--- src/rtl/ra_pq_kvsel_n_if.sv ---
// Handshake bundle for the N-channel key-value selector.
// The slave modport is the selector's view; master is the surrounding environment.
interface ra_pq_kvsel_n_if #(
  parameter int NCH = 4,
  parameter int KW  = 16,
  parameter int VW  = 16,
  parameter int SW  = $clog2(NCH)
);
  logic [NCH-1:0]    in_valid;
  logic [NCH*KW-1:0] in_key;
  logic [NCH*VW-1:0] in_val;
  logic [NCH-1:0]    in_ack;
  logic              out_valid;
  logic [KW-1:0]     out_key;
  logic [VW-1:0]     out_val;
  logic [SW-1:0]     out_src;
  logic              out_ready;

  modport master (
    output in_valid, in_key, in_val, out_ready,
    input  in_ack, out_valid, out_key, out_val, out_src
  );

  modport slave (
    input  in_valid, in_key, in_val, out_ready,
    output in_ack, out_valid, out_key, out_val, out_src
  );
endinterface

--- src/rtl/ra_pq_kvsel_n.sv ---
// N-channel min-key selector with round-robin tie break and a one-deep output register.
// Define RA_PQ_KVSEL_MAX_EN to select the largest key instead (max-queue mode).
module ra_pq_kvsel_n #(
  parameter int NCH   = 4,
  parameter int KW    = 16,
  parameter int VW    = 16,
  parameter int CNT_W = 16
) (
  input  logic              clk,
  input  logic              rst,
  ra_pq_kvsel_n_if.slave    bus,
  output logic [CNT_W-1:0]  sel_count
);
  localparam int SW = $clog2(NCH);

  logic [KW-1:0]    key_arr [NCH];
  logic [VW-1:0]    val_arr [NCH];

  logic             out_valid_q, out_valid_d;
  logic [KW-1:0]    out_key_q, out_key_d;
  logic [VW-1:0]    out_val_q, out_val_d;
  logic [SW-1:0]    out_src_q, out_src_d;
  logic [SW-1:0]    rr_ptr_q, rr_ptr_d;
  logic [CNT_W-1:0] sel_count_q, sel_count_d;

  logic             space;
  logic             accept;
  logic             win_found;
  logic [SW-1:0]    win_idx;
  logic [KW-1:0]    best_key;
  logic [NCH-1:0]   ack;
  int               idx;

  generate
    for (genvar gi = 0; gi < NCH; gi++) begin : g_unpack
      assign key_arr[gi] = bus.in_key[gi*KW +: KW];
      assign val_arr[gi] = bus.in_val[gi*VW +: VW];
    end
  endgenerate

  function automatic logic key_better(input logic [KW-1:0] a, input logic [KW-1:0] b);
`ifdef RA_PQ_KVSEL_MAX_EN
    return a > b;
`else
    return a < b;
`endif
  endfunction

  // Scan in round-robin order from rr_ptr; a strict compare keeps the first tied channel.
  always_comb begin
    win_found = 1'b0;
    win_idx   = '0;
    best_key  = '0;
    idx       = 0;
    for (int k = 0; k < NCH; k++) begin
      idx = int'(rr_ptr_q) + k;
      if (idx >= NCH) idx = idx - NCH;
      if (bus.in_valid[idx] && (!win_found || key_better(key_arr[idx], best_key))) begin
        win_found = 1'b1;
        win_idx   = SW'(idx);
        best_key  = key_arr[idx];
      end
    end
  end

  assign space  = ~out_valid_q | bus.out_ready;
  assign accept = space & (|bus.in_valid) & ~rst;

  always_comb begin
    ack = '0;
    if (accept) ack[win_idx] = 1'b1;
  end

  always_comb begin
    out_valid_d = out_valid_q;
    out_key_d   = out_key_q;
    out_val_d   = out_val_q;
    out_src_d   = out_src_q;
    rr_ptr_d    = rr_ptr_q;
    sel_count_d = sel_count_q;
    if (out_valid_q && bus.out_ready) begin
      sel_count_d = sel_count_q + 1'b1;
      out_valid_d = 1'b0;
    end
    if (accept) begin
      out_valid_d = 1'b1;
      out_key_d   = key_arr[win_idx];
      out_val_d   = val_arr[win_idx];
      out_src_d   = win_idx;
      // Explicit wrap so a non-power-of-two NCH never leaves the pointer out of range.
      rr_ptr_d    = (win_idx == SW'(NCH-1)) ? '0 : SW'(win_idx + 1'b1);
    end
  end

  always_ff @(posedge clk) begin
    if (rst) begin
      out_valid_q <= 1'b0;
      out_key_q   <= '0;
      out_val_q   <= '0;
      out_src_q   <= '0;
      rr_ptr_q    <= '0;
      sel_count_q <= '0;
    end else begin
      out_valid_q <= out_valid_d;
      out_key_q   <= out_key_d;
      out_val_q   <= out_val_d;
      out_src_q   <= out_src_d;
      rr_ptr_q    <= rr_ptr_d;
      sel_count_q <= sel_count_d;
    end
  end

  assign bus.in_ack    = ack;
  assign bus.out_valid = out_valid_q;
  assign bus.out_key   = out_key_q;
  assign bus.out_val   = out_val_q;
  assign bus.out_src   = out_src_q;
  assign sel_count     = sel_count_q;
endmodule
--- src/flat_wrapper.sv ---
// flat-port wrapper written by rule: the top's interface ports become plain ports
module ra_pq_kvsel_n_flat 
#(
  parameter int NCH   = 4,
  parameter int KW    = 16,
  parameter int VW    = 16,
  parameter int CNT_W = 16
)
  (clk, rst, sel_count, bus_in_valid, bus_in_key, bus_in_val, bus_out_ready, bus_in_ack, bus_out_valid, bus_out_key, bus_out_val, bus_out_src);
  ra_pq_kvsel_n_if #(.NCH(NCH), .KW(KW), .VW(VW)) bus_i ();
  input  logic clk;
  input  logic rst;
  output logic [CNT_W-1:0] sel_count;
  input wire logic [$bits(bus_i.in_valid)-1:0] bus_in_valid;
  input wire logic [$bits(bus_i.in_key)-1:0] bus_in_key;
  input wire logic [$bits(bus_i.in_val)-1:0] bus_in_val;
  input wire logic [$bits(bus_i.out_ready)-1:0] bus_out_ready;
  output wire logic [$bits(bus_i.in_ack)-1:0] bus_in_ack;
  output wire logic [$bits(bus_i.out_valid)-1:0] bus_out_valid;
  output wire logic [$bits(bus_i.out_key)-1:0] bus_out_key;
  output wire logic [$bits(bus_i.out_val)-1:0] bus_out_val;
  output wire logic [$bits(bus_i.out_src)-1:0] bus_out_src;
  assign bus_i.in_valid = bus_in_valid;
  assign bus_i.in_key = bus_in_key;
  assign bus_i.in_val = bus_in_val;
  assign bus_i.out_ready = bus_out_ready;
  assign bus_in_ack = bus_i.in_ack;
  assign bus_out_valid = bus_i.out_valid;
  assign bus_out_key = bus_i.out_key;
  assign bus_out_val = bus_i.out_val;
  assign bus_out_src = bus_i.out_src;
  ra_pq_kvsel_n #(.NCH(NCH), .KW(KW), .VW(VW), .CNT_W(CNT_W)) u_core (.clk(clk), .rst(rst), .bus(bus_i), .sel_count(sel_count));
endmodule
--- config.mk ---
export PLATFORM = sky130hd
export DESIGN_NAME = ra_pq_kvsel_n_flat
export DESIGN_NICKNAME = d
export VERILOG_FILES = /design/src/rtl/ra_pq_kvsel_n_if.sv /design/src/rtl/ra_pq_kvsel_n.sv /design/src/flat_wrapper.sv
export SDC_FILE = /design/constraint.sdc
export NUM_CORES = 1
export LEC_CHECK = 0
export BUFFER_PORTS_ARGS = -buffer_cell sky130_fd_sc_hd__buf_2
export CELL_PAD_IN_SITES_DETAIL_PLACEMENT = 1
export CELL_PAD_IN_SITES_GLOBAL_PLACEMENT = 2
export CORE_MARGIN = 5
export CORE_UTILIZATION = 28
export CTS_CLUSTER_DIAMETER = 50
export DETAILED_ROUTE_END_ITERATION = 16
export PLACE_DENSITY = 0.88
export SETUP_SLACK_MARGIN = 0.1
export SLEW_MARGIN = 20
export SYNTH_ARGS = -nofsm -noshare
export SYNTH_HDL_FRONTEND = slang
export SYNTH_SLANG_ARGS = --single-unit
--- constraint.sdc ---
create_clock -name clk -period 8.86 [get_ports clk]
set_input_delay 0.886 -clock clk [delete_from_list [all_inputs] [get_ports clk]]
set_output_delay 0.886 -clock clk [all_outputs]
set_load 0.02 [all_outputs]
==> Word-level counts from Yosys, hierarchy flattened <==
Cells that the tools add are included.
{ "classes": {"addsub": 9, "multipliers": 0, "div": 0, "order_cmp": 18, "eq_ne": 1, "n_shift": 0, "n_mux": 50, "n_bitwise": 10, "n_reduce_logical": 13} }
{ "op_table": {"columns": ["cell", "n"], "rows": [
  ["$mux 16", 15],
  ["$bmux 16 s2", 6],
  ["$ge 32x3->1 const B", 4],
  ["$lt 32x4->1 const B", 4],
  ["$mux 32", 4],
  ["$not 32->32", 4],
  ["$ge 32x4->1 const B", 3],
  ["$sub 32x4->32 const B", 3],
  ["$lt 16x16->1", 3],
  ["$add 16x1->16 const B", 1],
  ["$mux 1", 14],
  ["$mux 2", 5],
  ["$bmux 1 s2", 4],
  ["$add 2x2->3 const B", 2],
  ["$logic_and 1x1->1", 5],
  ["$mux 4", 1],
  ["$reduce_or 4->1", 1],
  ["$sub 2x3->4 const B", 1],
  ["$add 2x1->3 const B", 1],
  ["$ge 2x3->1 const B", 1],
  ["$ge 3x3->1 const B", 1],
  ["$logic_not 1->1", 3],
  ["$logic_or 1x1->1", 3],
  ["$lt 2x3->1 const B", 1],
  ["9 further kinds", 11]
]} }
{ "totals": {"regBits": 53, "latchBits": 0, "mem_bits_rw": 0, "romBits": 0, "inputBits": 135, "out_inout_bits": 55, "elab_cells": 107, "memories": 0} }

==> Depth between registers and ports, before layout <==
Gate-level depths: netlist (run 1).
{ "depth": {"depth_word": 24, "depth_mapped": 41, "ltp_nobuf": 34} }

==> Least setup slack after synthesis (run 1) <==
OpenSTA, ideal clock, no wires.
{ "synth_timing": {"kind": "register to output", "start": "register u_core.rr_ptr_q[1]", "end": "output bus_in_ack[0]", "arrival_ns": 8.429, "required_time_ns": 7.974, "path_slack_ns": -0.455, "stages_incl_launch_ff": 39, "n_path_buf": 8, "path_cell_list": "dfxtp_1 buf_6 buf_6 clkbuf_1 buf_1 mux4_2 ha_1 nand4_1 a21oi_1 o31a_1 o31ai_1 and2_1 clkbuf_1 nor2_1 a21oi_1 ha_1 a211oi_1 o221ai_1 (+3 left out) o21ai_2 clkbuf_1 nor2_1 a21oi_1 ha_1 a21o_1 a211oi_1 o21ai_0 a211oi_1 nor3_1 a211o_1 or3_4 a21oi_4 buf_6 buf_8 inv_2 ha_1 and2_1"} }
{ "synth_between": {"elab_chain_cells": 24, "elab_cells_between_ends": 71, "classes_between": "add/sub (7); order compare (9); mux (41); bitwise (4); reduce/logical (10)"} }
{ "synth_lines": {"columns": ["item", "line_no", "rtl"], "rows": [
  ["from (decl)", "ra_pq_kvsel_n.sv:23", "logic [SW-1:0] rr_ptr_q, rr_ptr_d;"],
  ["from (signal assigned)", "ra_pq_kvsel_n.sv:108", "rr_ptr_q <= rr_ptr_d;"],
  ["$add 2x1->3, or another cell as far along", "ra_pq_kvsel_n.sv:56", "idx = int'(rr_ptr_q) + k;"],
  ["$sub 32x4->32, or another cell as far along", "ra_pq_kvsel_n.sv:57", "if (idx >= NCH) idx = idx - NCH;"],
  ["$mux 32 / $not 32->32 (equally long branches)", null, null],
  ["$not 32->32 (implied by the code) / $bmux 16 s2 (equally long branches)", null, null],
  ["$bmux 16 s2 / $mux 16 (equally long branches)", null, null],
  ["$mux 16, on equally long branches", null, null],
  ["$mux 16, on equally long branches", "ra_pq_kvsel_n.sv:58, ra_pq_kvsel_n.sv:61", null],
  ["$lt 16x16->1", "ra_pq_kvsel_n.sv:45", "return a < b;"],
  ["(+9 left out)", null, null],
  ["$logic_and 1x1->1", "ra_pq_kvsel_n.sv:58", "if (bus.in_valid[idx] && (!win_found || key_better(key_arr[idx], best_key))) begin"],
  ["$mux 2 (*)", "ra_pq_kvsel_n.sv:58", null],
  ["via u_core.win_idx[1]", "ra_pq_kvsel_n.sv:29", "logic [SW-1:0] win_idx;"],
  ["$lt 2x3->1 (implied by the code) / $ge 2x1->1 (equally long branches)", "ra_pq_kvsel_n.sv:71", "if (accept) ack[win_idx] = 1'b1;"],
  ["$logic_and 1x1->1 (implied by the code)", "ra_pq_kvsel_n.sv:71", null],
  ["$mux 1 (implied by the code)", "ra_pq_kvsel_n.sv:71", null],
  ["$demux 1 s2 (*)", null, null],
  ["$mux 4 (*)", "ra_pq_kvsel_n.sv:71", null],
  ["to (decl)", "flat_wrapper.sv:18", "output wire logic [$bits(bus_i.in_ack)-1:0] bus_in_ack;"]
]} }
The timed path passes the listed nets; every way through them passes the cells marked *. The select of a mux whose other input is x is not followed.

==> Worst setup path after layout (run 1) <==
{ "layout_timing": {"start": "input bus_in_valid[3]", "end": "output bus_in_ack[0]"} }
{ "layout_between": {"elab_chain_cells": 21, "elab_cells_between_ends": 43, "classes_between": "order compare (5); mux (25); bitwise (2); reduce/logical (11)"} }
{ "layout_lines": {"columns": ["item", "line_no", "rtl"], "rows": [
  ["from (decl)", "flat_wrapper.sv:14", "input wire logic [$bits(bus_i.in_valid)-1:0] bus_in_valid;"],
  ["$bmux 1 s2", "ra_pq_kvsel_n.sv:58", null],
  ["$mux 1 (implied by the code) (2 in series)", "ra_pq_kvsel_n.sv:58", null],
  ["$mux 16 / $mux 1 (equally long branches)", "ra_pq_kvsel_n.sv:58", null],
  ["$lt 16x16->1 / $logic_not 1->1 (equally long branches)", "ra_pq_kvsel_n.sv:45, ra_pq_kvsel_n.sv:58", null],
  ["$logic_or 1x1->1", "ra_pq_kvsel_n.sv:58", null],
  ["$logic_and 1x1->1", "ra_pq_kvsel_n.sv:58", null],
  ["$mux 16 / $mux 1 (equally long branches)", "ra_pq_kvsel_n.sv:58", null],
  ["$lt 16x16->1 / $logic_not 1->1 (equally long branches)", "ra_pq_kvsel_n.sv:45, ra_pq_kvsel_n.sv:58", null],
  ["(+4 left out)", null, null],
  ["$logic_or 1x1->1", "ra_pq_kvsel_n.sv:58", null],
  ["$logic_and 1x1->1", "ra_pq_kvsel_n.sv:58", null],
  ["$mux 2", "ra_pq_kvsel_n.sv:58", null],
  ["$lt 2x3->1 (implied by the code) / $ge 2x1->1 (equally long branches)", "ra_pq_kvsel_n.sv:71", null],
  ["$logic_and 1x1->1 (implied by the code)", "ra_pq_kvsel_n.sv:71", null],
  ["$mux 1 (implied by the code)", "ra_pq_kvsel_n.sv:71", null],
  ["$demux 1 s2", null, null],
  ["$mux 4 (*)", "ra_pq_kvsel_n.sv:71", null]
]} }
Every way passes the cells marked *; elsewhere a longest branch is shown, timed or not. The select of a mux whose other input is x is not followed.

==> reports/summary.txt, run 1 <==
Setup violators final -> 0
IO Port Bufs -> 189
GR Util met1 -> 22.16%
Hold-fix buffers, CTS -> 0
Worst Hold Endpoint -> u_core.bus.out_val[15]$_SDFFE_PP0P_
PwrDens -> 469.2 mW/mm^2
Worst reg2reg path depth -> 36
Starting DRT DRC Count -> 358
Fin Clk Skew -> 7.118 ps
FFs w/ async S/R, synth -> 0%
Clock insertion delay at the later pin of the skew report -> 310 ps
Maximum clock rate -> 0.1163 GHz
EDFF count, synth -> 0
Number of remaining DRC errors -> 0
Startpoint class of the critical path -> input port
Share of cells above drive strength 1 -> 41.45%
Detail Route Antenna Nets -> 0
Die Width -> 158.4 um
Gr usage total -> 19.03%
Seq/Total Area, Yosys -> 17.21%
CTS root buf -> clkbuf_16
Via count -> 6,409
Min-delay src -> u_core.bus.out_val[15]$_SDFFE_PP0P_
TNS Setup -> 0 ps
First drt pass iteration count -> 5
Clock slew at reported path FFs -> 80 ps
# IOs -> 190
YS warnings -> 0
Total congestion overflow -> 0
Initial antenna violation count -> 1
Gr busiest metal -> met2
Sequential power share -> 9.6%
Int Pwr -> 0.001880 W
Leakage -> 3.496 nW
Routing usage on met2 -> 34.05%
PnR Total Power -> 0.003774 W
Slew @ Worst Pin -> 996.9 ps
Sequential cell area -> 0.001069 sq mm
Yosys reg bits -> 53
Slowest stage delay, CP -> 630 ps
R2R setup slack -> 710 ps
Core Region -> 0.02176 sq mm
Syn Std Cell Area -> 0.006163 sq mm
Post-DP HPWL -> 18.68 mm
Htree depth -> 2
Largest net degree at the start of global routing -> 68
GR Util met3 -> 5.110%
Sw Ratio -> 50.19%
Number of global-route vias before repair -> 6,601
HP Class -> reg2reg
Worst EP arrival -> 7710 ps
Commonest cells after routing, fill and taps aside -> buf_2, nand2_1, mux2i_1
Clock Path Buffers -> 2
Maxcap violations -> 0
Outcome -> complete, no violations
Worst Hold Depth -> 2
Tcrit/Tclk final -> 97.06%
Mapped Avg Cell Area -> 9.395 sq um
Peak supply drop -> 473.1 uV
Die height -> 158.4 um
Final-layout fill cell count -> 2,569
Largest fanout on the critical path -> 7
CTS Sinks -> 53
Most frequent CP cell -> ha_1
Crit path time final -> 8600 ps
Mean routed wirelength per cell -> 21.84 um
Clock Power Share -> 5.7%
Row count -> 54
First-pass GRT wire length -> 37.09 mm
TritonCTS Buffers -> 5
DR vias/cell -> 5.652
Worst r2r dst -> u_core.bus.out_key[15]$_SDFFE_PP0P_
Syn Inst Count -> 656
Die area -> 0.02508 sq mm
Ant diodes -> 0
Fin nets -> 1,038
Commonest non-fill, non-tap cell in the layout -> buf_2
CP required -> 7970 ps
Logic pwr share -> 84.7%
CTS tree -> yes
Prevailing post-synth register cell -> dfxtp_1
Initial Util -> 28.33%
Critical path class -> in2out
CP max stage cell -> mux4_2
Final WL -> 24.77 mm
Sw power -> 0.001895 W
Area occupied by multi-input gates -> 0.004955 sq mm
Syn_nets -> 841
Max Transition Viols Final -> 0
Synth area leaders -> mux4_2, dfxtp_1, mux2i_1
Synth unique cells -> 55
Slew headroom -> 33.47%
Layout area overhead -> 30.51%
Final Hold Vio Count -> 0
Placer Congestion -> 0.9085
FF-to-FF Start -> u_core.rr_ptr_q[1]$_SDFFE_PP0P_
Synth top area share -> 23.02%
Setup crit end kind -> output port
Cell taking the most area after synthesis -> mux4_2
-- power groups by stage --
| stage | logic (W) | clock network, W | registers (W) |
|---|---|---|---|
| global placement | 0.00273 | 0 | 0.000376 |
| CTS | 0.00289 | 0.000221 | 0.000360 |
| finish | 0.00320 | 0.000215 | 0.000361 |
| global route | 0.00344 | 0.000231 | 0.000367 |
| detailed placement | 0.00280 | 0 | 0.000378 |
| floorplan | 0.00208 | 0 | 0.000425 |
-- through the flow --
step                worst slack (ps)  util [%]  area, sq um  instances  hold WS [ps]
CTS                            116.7     35.66         7757       1122         470.8
global route                  -100.7     36.97         8044       1134         485.4
global placement              -3.817     34.42         7488       1105         437.7
finish                         260.2     36.97         8044       1134         465.5
floorplan                      104.9         -         6190        656         539.2
detailed placement            -155.5     34.42         7488       1105         449.7
-- what timing repair did --
action,CTS,global route
endpoints found under the setup margin,4,5
pin swaps,3,25
setup buffers,8,9
gates cloned,1,3
gates resized for setup,6,37
-- synth_stat cells, types with 3 or more instances --
| master | number |
|---|---|
| a211oi_1 | 7 |
| a21o_1 | 4 |
| a21oi_1 | 46 |
| and2_1 | 10 |
| and3_1 | 4 |
| buf_1 | 5 |
| buf_2 | 9 |
| buf_6 | 4 |
| buf_8 | 3 |
| clkbuf_1 | 26 |
| dfxtp_1 | 53 |
| ha_1 | 50 |
| inv_1 | 14 |
| mux2_2 | 4 |
| mux2i_1 | 70 |
| mux4_2 | 63 |
| nand2_1 | 72 |
| nand2b_1 | 5 |
| nand3_1 | 12 |
| nand3b_1 | 3 |
| nand4_1 | 15 |
| nor2_1 | 59 |
| nor3_1 | 6 |
| nor4_1 | 5 |
| o21a_1 | 5 |
| o21ai_0 | 16 |
| o221ai_1 | 34 |
| xor2_1 | 12 |
-- cell families after synthesis --
family / share of synthesized area [%]
AOI/OAI and AO/OA: 15.29
xor gates and xnor gates: 1.989
adders and majority gates: 10.15
buffers and inverters: 5.298
DFF: 17.21
muxes: 35.12
and+or+nand+nor: 14.94
-- how the worst max path moves through the flow --
stage	slack [ps]	endpoint	startpoint
floorplan	100	bus_in_ack[0]	bus_in_valid[3]
global placement	-4	bus_in_ack[0]	bus_in_valid[3]
detailed placement	-160	bus_in_ack[0]	bus_in_valid[3]
CTS	120	bus_in_ack[0]	bus_in_valid[3]
global route	-100	bus_in_ack[0]	bus_in_valid[3]
finish	260	bus_in_ack[0]	bus_in_valid[3]
-- metal layers --
layer	up-vias	part of all wire (%)
li1	2939	-
met1	3139	38
met2	277	51
met3	52	7.7
met4	2	2.8
met5	-	0.044
-- state kept, by name (all words and copies together), names as in the netlist --
register	flops
u_core.rr_ptr_q	2
u_core.bus.out_key	16
u_core.bus.out_val	16
u_core.sel_count	16
u_core.bus.out_src	2
u_core.bus.out_valid	1
-- worst max-delay path: cells and delay by family --
| family | cells | cell delay (ps) |
|---|---|---|
| muxes | 1 | 630 |
| adders and majority gates | 4 | 970 |
| buffers and inverters | 6 | 780 |
| AOI/OAI and AO/OA | 13 | 2310 |
| and+or+nand+nor | 11 | 2110 |
-- area by class of cell --
type,count,share of cell area (%)
Clock inverter,3,0.3578
Timing Repair Buffer,238,18.11
Clock buffer,5,1.555
Sequential cell,53,13.28
Multi-Input combinational cell,539,61.60
Inverter,16,0.7466
Tap cell,280,4.355
Note: power is estimated with default switching activity, not from simulation.
==> run 2, diff against run 1 <==
ABC_AREA = 0   (was unset)
RECOVER_POWER = 25   (was unset)
==> run 2 against run 1 <==
  * Sequential share of layout area hardly changed
  * Global-route usage stayed put
  * Design area is 0.36% lower
  * Critical path type unchanged
  * Worst hold slack better by 3.6 ps
  * Clock power hardly changed
==> reports/summary.txt, run 2 (synthesized netlist as in run 1, its figures left out) <==
Layout area overhead -> 30.04%
Area occupied by multi-input gates -> 0.004955 sq mm
TNS Setup -> 0 ps
First drt pass iteration count -> 5
Hold_ws -> 469.1 ps
PnR Total Power -> 0.003762 W
Maximum clock rate -> 0.1163 GHz
PwrDens -> 469.3 mW/mm^2
Crit path time final -> 8602 ps
Die Width -> 158.4 um
TritonCTS Buffers -> 5
Slew @ Worst Pin -> 975.3 ps
DR vias/cell -> 5.654
Fin nets -> 1,038
Mean routed wirelength per cell -> 21.88 um
Sw power -> 0.001891 W
Final-layout fill cell count -> 2,577
Startpoint class of the critical path -> input port
Leakage -> 3.419 nW
Placer Congestion -> 0.9085
Clock slew at reported path FFs -> 80 ps
Clock Power Share -> 5.7%
CP max stage cell -> mux4_2
Critical path class -> in2out
Die area -> 0.02508 sq mm
Final WL -> 24.81 mm
Max Transition Viols Final -> 0
Peak supply drop -> 466.3 uV
Post-DP HPWL -> 18.68 mm
Htree depth -> 2
Clock Path Buffers -> 2
Initial Util -> 28.33%
Setup crit end kind -> output port
Final Hold Vio Count -> 0
Number of global-route vias before repair -> 6,601
Logic pwr share -> 84.6%
Number of remaining DRC errors -> 0
Worst EP arrival -> 7720 ps
Via count -> 6,412
Ant diodes -> 0
Int Pwr -> 0.001870 W
CTS Sinks -> 53
Tcrit/Tclk final -> 97.08%
Final instance area -> 0.008015 sq mm
Detail Route Antenna Nets -> 0
Sw Ratio -> 50.27%
Sequential power share -> 9.6%
CTS root buf -> clkbuf_16
Slew headroom -> 34.91%
First-pass GRT wire length -> 37.09 mm
Share of cells above drive strength 1 -> 38.99%
Core Region -> 0.02176 sq mm
Largest fanout on the critical path -> 7
Starting DRT DRC Count -> 372
Row count -> 54
Total congestion overflow -> 0
Area after DPL -> 0.007488 sq mm
CP required -> 7970 ps
IO Port Bufs -> 189
# IOs -> 190
Slowest stage delay, CP -> 620 ps
Fin Clk Skew -> 7.090 ps
Largest net degree at the start of global routing -> 68
Setup violators final -> 0
Commonest non-fill, non-tap cell in the layout -> buf_2
Sequential cell area -> 0.001069 sq mm
Commonest cells after routing, fill and taps aside -> buf_2, nand2_1, mux2i_1
HP Class -> reg2reg
CTS tree -> yes
Clock insertion delay at the later pin of the skew report -> 320 ps
Maxcap violations -> 0
Outcome -> complete, no violations
Die height -> 158.4 um
Gr usage total -> 19.03%
Most frequent CP cell -> ha_1
Initial antenna violation count -> 1
==> run 2: cell types whose count changed in the layout (fill, tap and decap cells not counted), sizes merged <==
cell,change
buf,-21
clkbuf,+21
==> run 2: final cells by class <==
cell class / count / share of cell area [%]
repair buffers: 238 / 17.81
clock inverters: 3 / 0.3590
clock buffers: 5 / 1.561
inverters: 16 / 0.7493
multi-input cells: 539 / 61.82
flip-flops and latches: 53 / 13.33
well taps: 280 / 4.371
==> run 2: path summary, 6_finish.rpt <==
kind,startpoint,to,slack (ps),cells after the start
min,u_core.bus.out_val[15]$_SDFFE_PP0P_,u_core.bus.out_val[15]$_SDFFE_PP0P_,470,2
max reg2reg,u_core.rr_ptr_q[0]$_SDFFE_PP0P_,u_core.bus.out_key[15]$_SDFFE_PP0P_,700,36
min reg2reg,u_core.bus.out_val[15]$_SDFFE_PP0P_,u_core.bus.out_val[15]$_SDFFE_PP0P_,470,2
max,bus_in_valid[3],bus_in_ack[0],260,35
==> run 2: critical path, delay by kind of cell <==
family | cells | cell delay, ps
buf+inv | 6 | 780
fa+ha+maj | 4 | 970
mux | 1 | 620
simple gates | 11 | 2130
compound gates | 13 | 2310
==> run 2: repair_timing <==
item                                   4_1_cts  5_1_grt
setup buffers                                8        9
cloned                                       1        3
gates resized for setup                      6       37
pin swaps                                    3       25
hold buffers                                 0        0
endpoints found under the hold margin        0        0
setup endpoints to repair                    4        5
==> run 2: through the flow <==
| stage | setup WS, ps | std cells | util (%) |
|---|---|---|---|
| after floorplan | 104.9 | 656 | - |
| after CTS | 116.7 | 1122 | 35.66 |
| after global routing | -100.7 | 1134 | 36.84 |
| after detailed placement | -155.5 | 1105 | 34.42 |
| after global placement | -3.817 | 1105 | 34.42 |
| final | 258.3 | 1134 | 36.84 |
==> run 2: metal layers <==
layer  share of wire [%]  wire (um)  global-route usage [%]  vias to the layer above
met5               0.044         11                       0                        -
met4                 2.7        677                   5.971                        2
met3                 7.5       1849                   5.110                       51
met2                  51      12770                   34.05                      269
met1                  38       9508                   22.16                     3156
li1                    -          -                       -                     2934
==> run 2: power groups by stage <==
stage | sequential [W] | combinational [W] | clock, W
6_report | 0.000362 | 0.00318 | 0.000216
5_1_grt | 0.000369 | 0.00343 | 0.000231
4_1_cts | 0.000360 | 0.00289 | 0.000221
3_5_place_dp | 0.000378 | 0.00280 | 0
3_3_place_gp | 0.000376 | 0.00273 | 0
2_1_floorplan | 0.000425 | 0.00208 | 0
==> run 3, diff against run 2 <==
CORE_UTILIZATION = 29   (was 28)
CTS_BUF_LIST = sky130_fd_sc_hd__clkbuf_2   (was unset)
PLACE_DENSITY = 0.91   (was 0.88)
==> run 3 against run 2 <==
  * Worst hold slack improved by 20 ps
  * Register-to-register slack improved by 40 ps
  * Wire length rose by 9.4%
  * Sequential share of layout area fell by 0.85 points
  * Core utilization rose by 4.0 points
  * Sequential power barely moved
  * First-iteration DRC count rose by 49%
  * Via count rose by 5.7%
  * Critical path type is now reg2out
  * Critical endpoint unchanged
==> reports/summary.txt, run 3 (synthesized netlist as in run 1, its figures left out) <==
Fin Clk Skew -> 35.31 ps
CP required -> 7970 ps
Worst reg2reg path depth -> 36
Critical path class -> reg2out
Setup crit end kind -> output port
Max Transition Viols Final -> 0
Worst r2r dst -> u_core.bus.out_key[3]$_SDFFE_PP0P_
Clock insertion delay at the later pin of the skew report -> 540 ps
Worst EP arrival -> 7910 ps
First drt pass iteration count -> 5
Startpoint class of the critical path -> register
Maximum clock rate -> 0.1137 GHz
Initial Util -> 29.41%
FF-to-FF Start -> u_core.rr_ptr_q[1]$_SDFFE_PP0P_
Starting DRT DRC Count -> 556
Final instance area -> 0.008562 sq mm
Area after DPL -> 0.007495 sq mm
Final WL -> 27.14 mm
CTS root buf -> clkbuf_2
Slew headroom -> 46.66%
Setup violators final -> 0
Mean routed wirelength per cell -> 23.08 um
Largest fanout on the critical path -> 8
Leakage -> 3.670 nW
Tcrit/Tclk final -> 99.25%
Total congestion overflow -> 0
DR vias/cell -> 5.764
Area occupied by multi-input gates -> 0.005159 sq mm
Min-delay src -> u_core.bus.out_src[0]$_SDFFE_PP0P_
PnR Total Power -> 0.004086 W
Commonest cells after routing, fill and taps aside -> buf_2, buf_4, mux2i_1
Met1 WL -> 10.26 mm
Slew @ Worst Pin -> 794.0 ps
CP max stage cell -> dfxtp_4
CP top delay family -> simple AND/OR/NAND/NOR gates
RSZ-0062 raised after global routing -> true
Die Width -> 155.8 um
Maxcap violations -> 0
Final-layout fill cell count -> 2,465
PwrDens -> 477.3 mW/mm^2
# IOs -> 190
Share of cells above drive strength 1 -> 47.55%
First-pass GRT wire length -> 38.24 mm
Largest net degree at the start of global routing -> 39
Detail Route Antenna Nets -> 0
HP Class -> reg2reg
Layout area overhead -> 38.92%
Slowest stage delay, CP -> 440 ps
R2R setup slack -> 740 ps
Row count -> 53
Met2 wire length -> 13.87 mm
Gr usage total -> 19.64%
Die height -> 155.8 um
Worst Hold Endpoint -> u_core.bus.out_src[0]$_SDFFE_PP0P_
Worst Hold Depth -> 2
TritonCTS Buffers -> 5
Number of remaining DRC errors -> 0
Die area -> 0.02427 sq mm
Crit path depth -> 36
Clock Path Buffers -> 2
Sequential cell area -> 0.001069 sq mm
Crit path time final -> 8793 ps
CP bufs+invs -> 8
Post-DP HPWL -> 18.70 mm
Placer Congestion -> 0.9771
Clock slew at reported path FFs -> 370 ps
Fin nets -> 1,082
Top Layer Used -> met4
Via count -> 6,778
Number of global-route vias before repair -> 6,828
CTS Sinks -> 53
Core Region -> 0.02096 sq mm
Htree depth -> 2
Peak supply drop -> 374.3 uV
CTS tree -> yes
Outcome -> complete, no violations
IO Port Bufs -> 189
Commonest non-fill, non-tap cell in the layout -> buf_2
Final Hold Vio Count -> 0
Met3 wire length -> 2.021 mm
Initial antenna violation count -> 3
[run 3: changes by cell type in the layout (fill, tap and decap cells not counted), moves of 5 or more]
| cell | delta |
|---|---|
| a21oi_2 | +9 |
| clkbuf_2 | +5 |
| ha_1 | -8 |
| nor2_2 | +5 |
| clkbuf_1 | -10 |
| buf_6 | +6 |
| nor2_1 | -8 |
| buf_4 | +36 |
| nand2_2 | +6 |
| ha_4 | +6 |
| a21oi_1 | -9 |
| clkbuf_16 | -5 |
| buf_2 | +6 |
| nand2_1 | -6 |
[run 3: metrics by stage]
stage	setup WS [ps]	hold slack (ps)	util, %	std cells	TNS (ps)
final	66.75	488.9	40.86	1176	0
after global routing	-230.3	509.2	40.86	1176	-844.4
after CTS	106.2	490.4	37.27	1131	0
after detailed placement	-33.82	448.7	35.77	1105	-33.82
after global placement	141.4	439.5	35.77	1105	0
after floorplan	104.9	539.2	-	656	0
[run 3: power by group]
part           internal, W  leakage (nW)  switching, W
registers         0.000316         0.438     0.0000441
clock network    0.0000239        0.0355      0.000105
logic              0.00167          3.20       0.00193
total              0.00201          3.67       0.00208
[run 3: metal layers]
layer | up-vias | global-route usage, %
li1 | 3028 | -
met1 | 3361 | 23.79
met2 | 322 | 34.12
met3 | 67 | 4.105
met4 | 0 | 7.670
met5 | - | 0
[run 3: how the worst max path moves through the flow]
stage	from	end	slack [ps]
2_1_floorplan	bus_in_valid[3]	bus_in_ack[0]	100
3_3_place_gp	bus_in_valid[3]	bus_in_ack[0]	140
3_5_place_dp	bus_in_valid[3]	bus_in_ack[0]	-30
4_1_cts	u_core.rr_ptr_q[1]$_SDFFE_PP0P_	bus_in_ack[0]	110
5_1_grt	u_core.rr_ptr_q[1]$_SDFFE_PP0P_	bus_in_ack[0]	-230
6_report	u_core.rr_ptr_q[1]$_SDFFE_PP0P_	bus_in_ack[0]	70
[run 3: tightest hold or removal path, delay by kind of cell (launching register included)]
kind             cells  cell delay (ps)
AO/OA/AOI/OAI        1               60
flip-flops           1              390
AND/OR/NAND/NOR      1               60
[run 3: layout make-up]
cell class,count,area share (%)
diodes,3,0.08768
clock buffers,5,0.2923
clock inverters,3,0.3361
inverters,16,0.7453
multi-input cells,539,60.25
flip-flops and latches,53,12.48
well taps,275,4.019
repair buffers,282,21.79
[run 3: what timing repair did]
action / CTS / global route
endpoints found under the setup margin: 4 / 4
pin swaps: 11 / 47
hold buffers: 0 / 0
gates resized for setup: 19 / 92
gates cloned: 2 / 4
setup buffers: 16 / 38
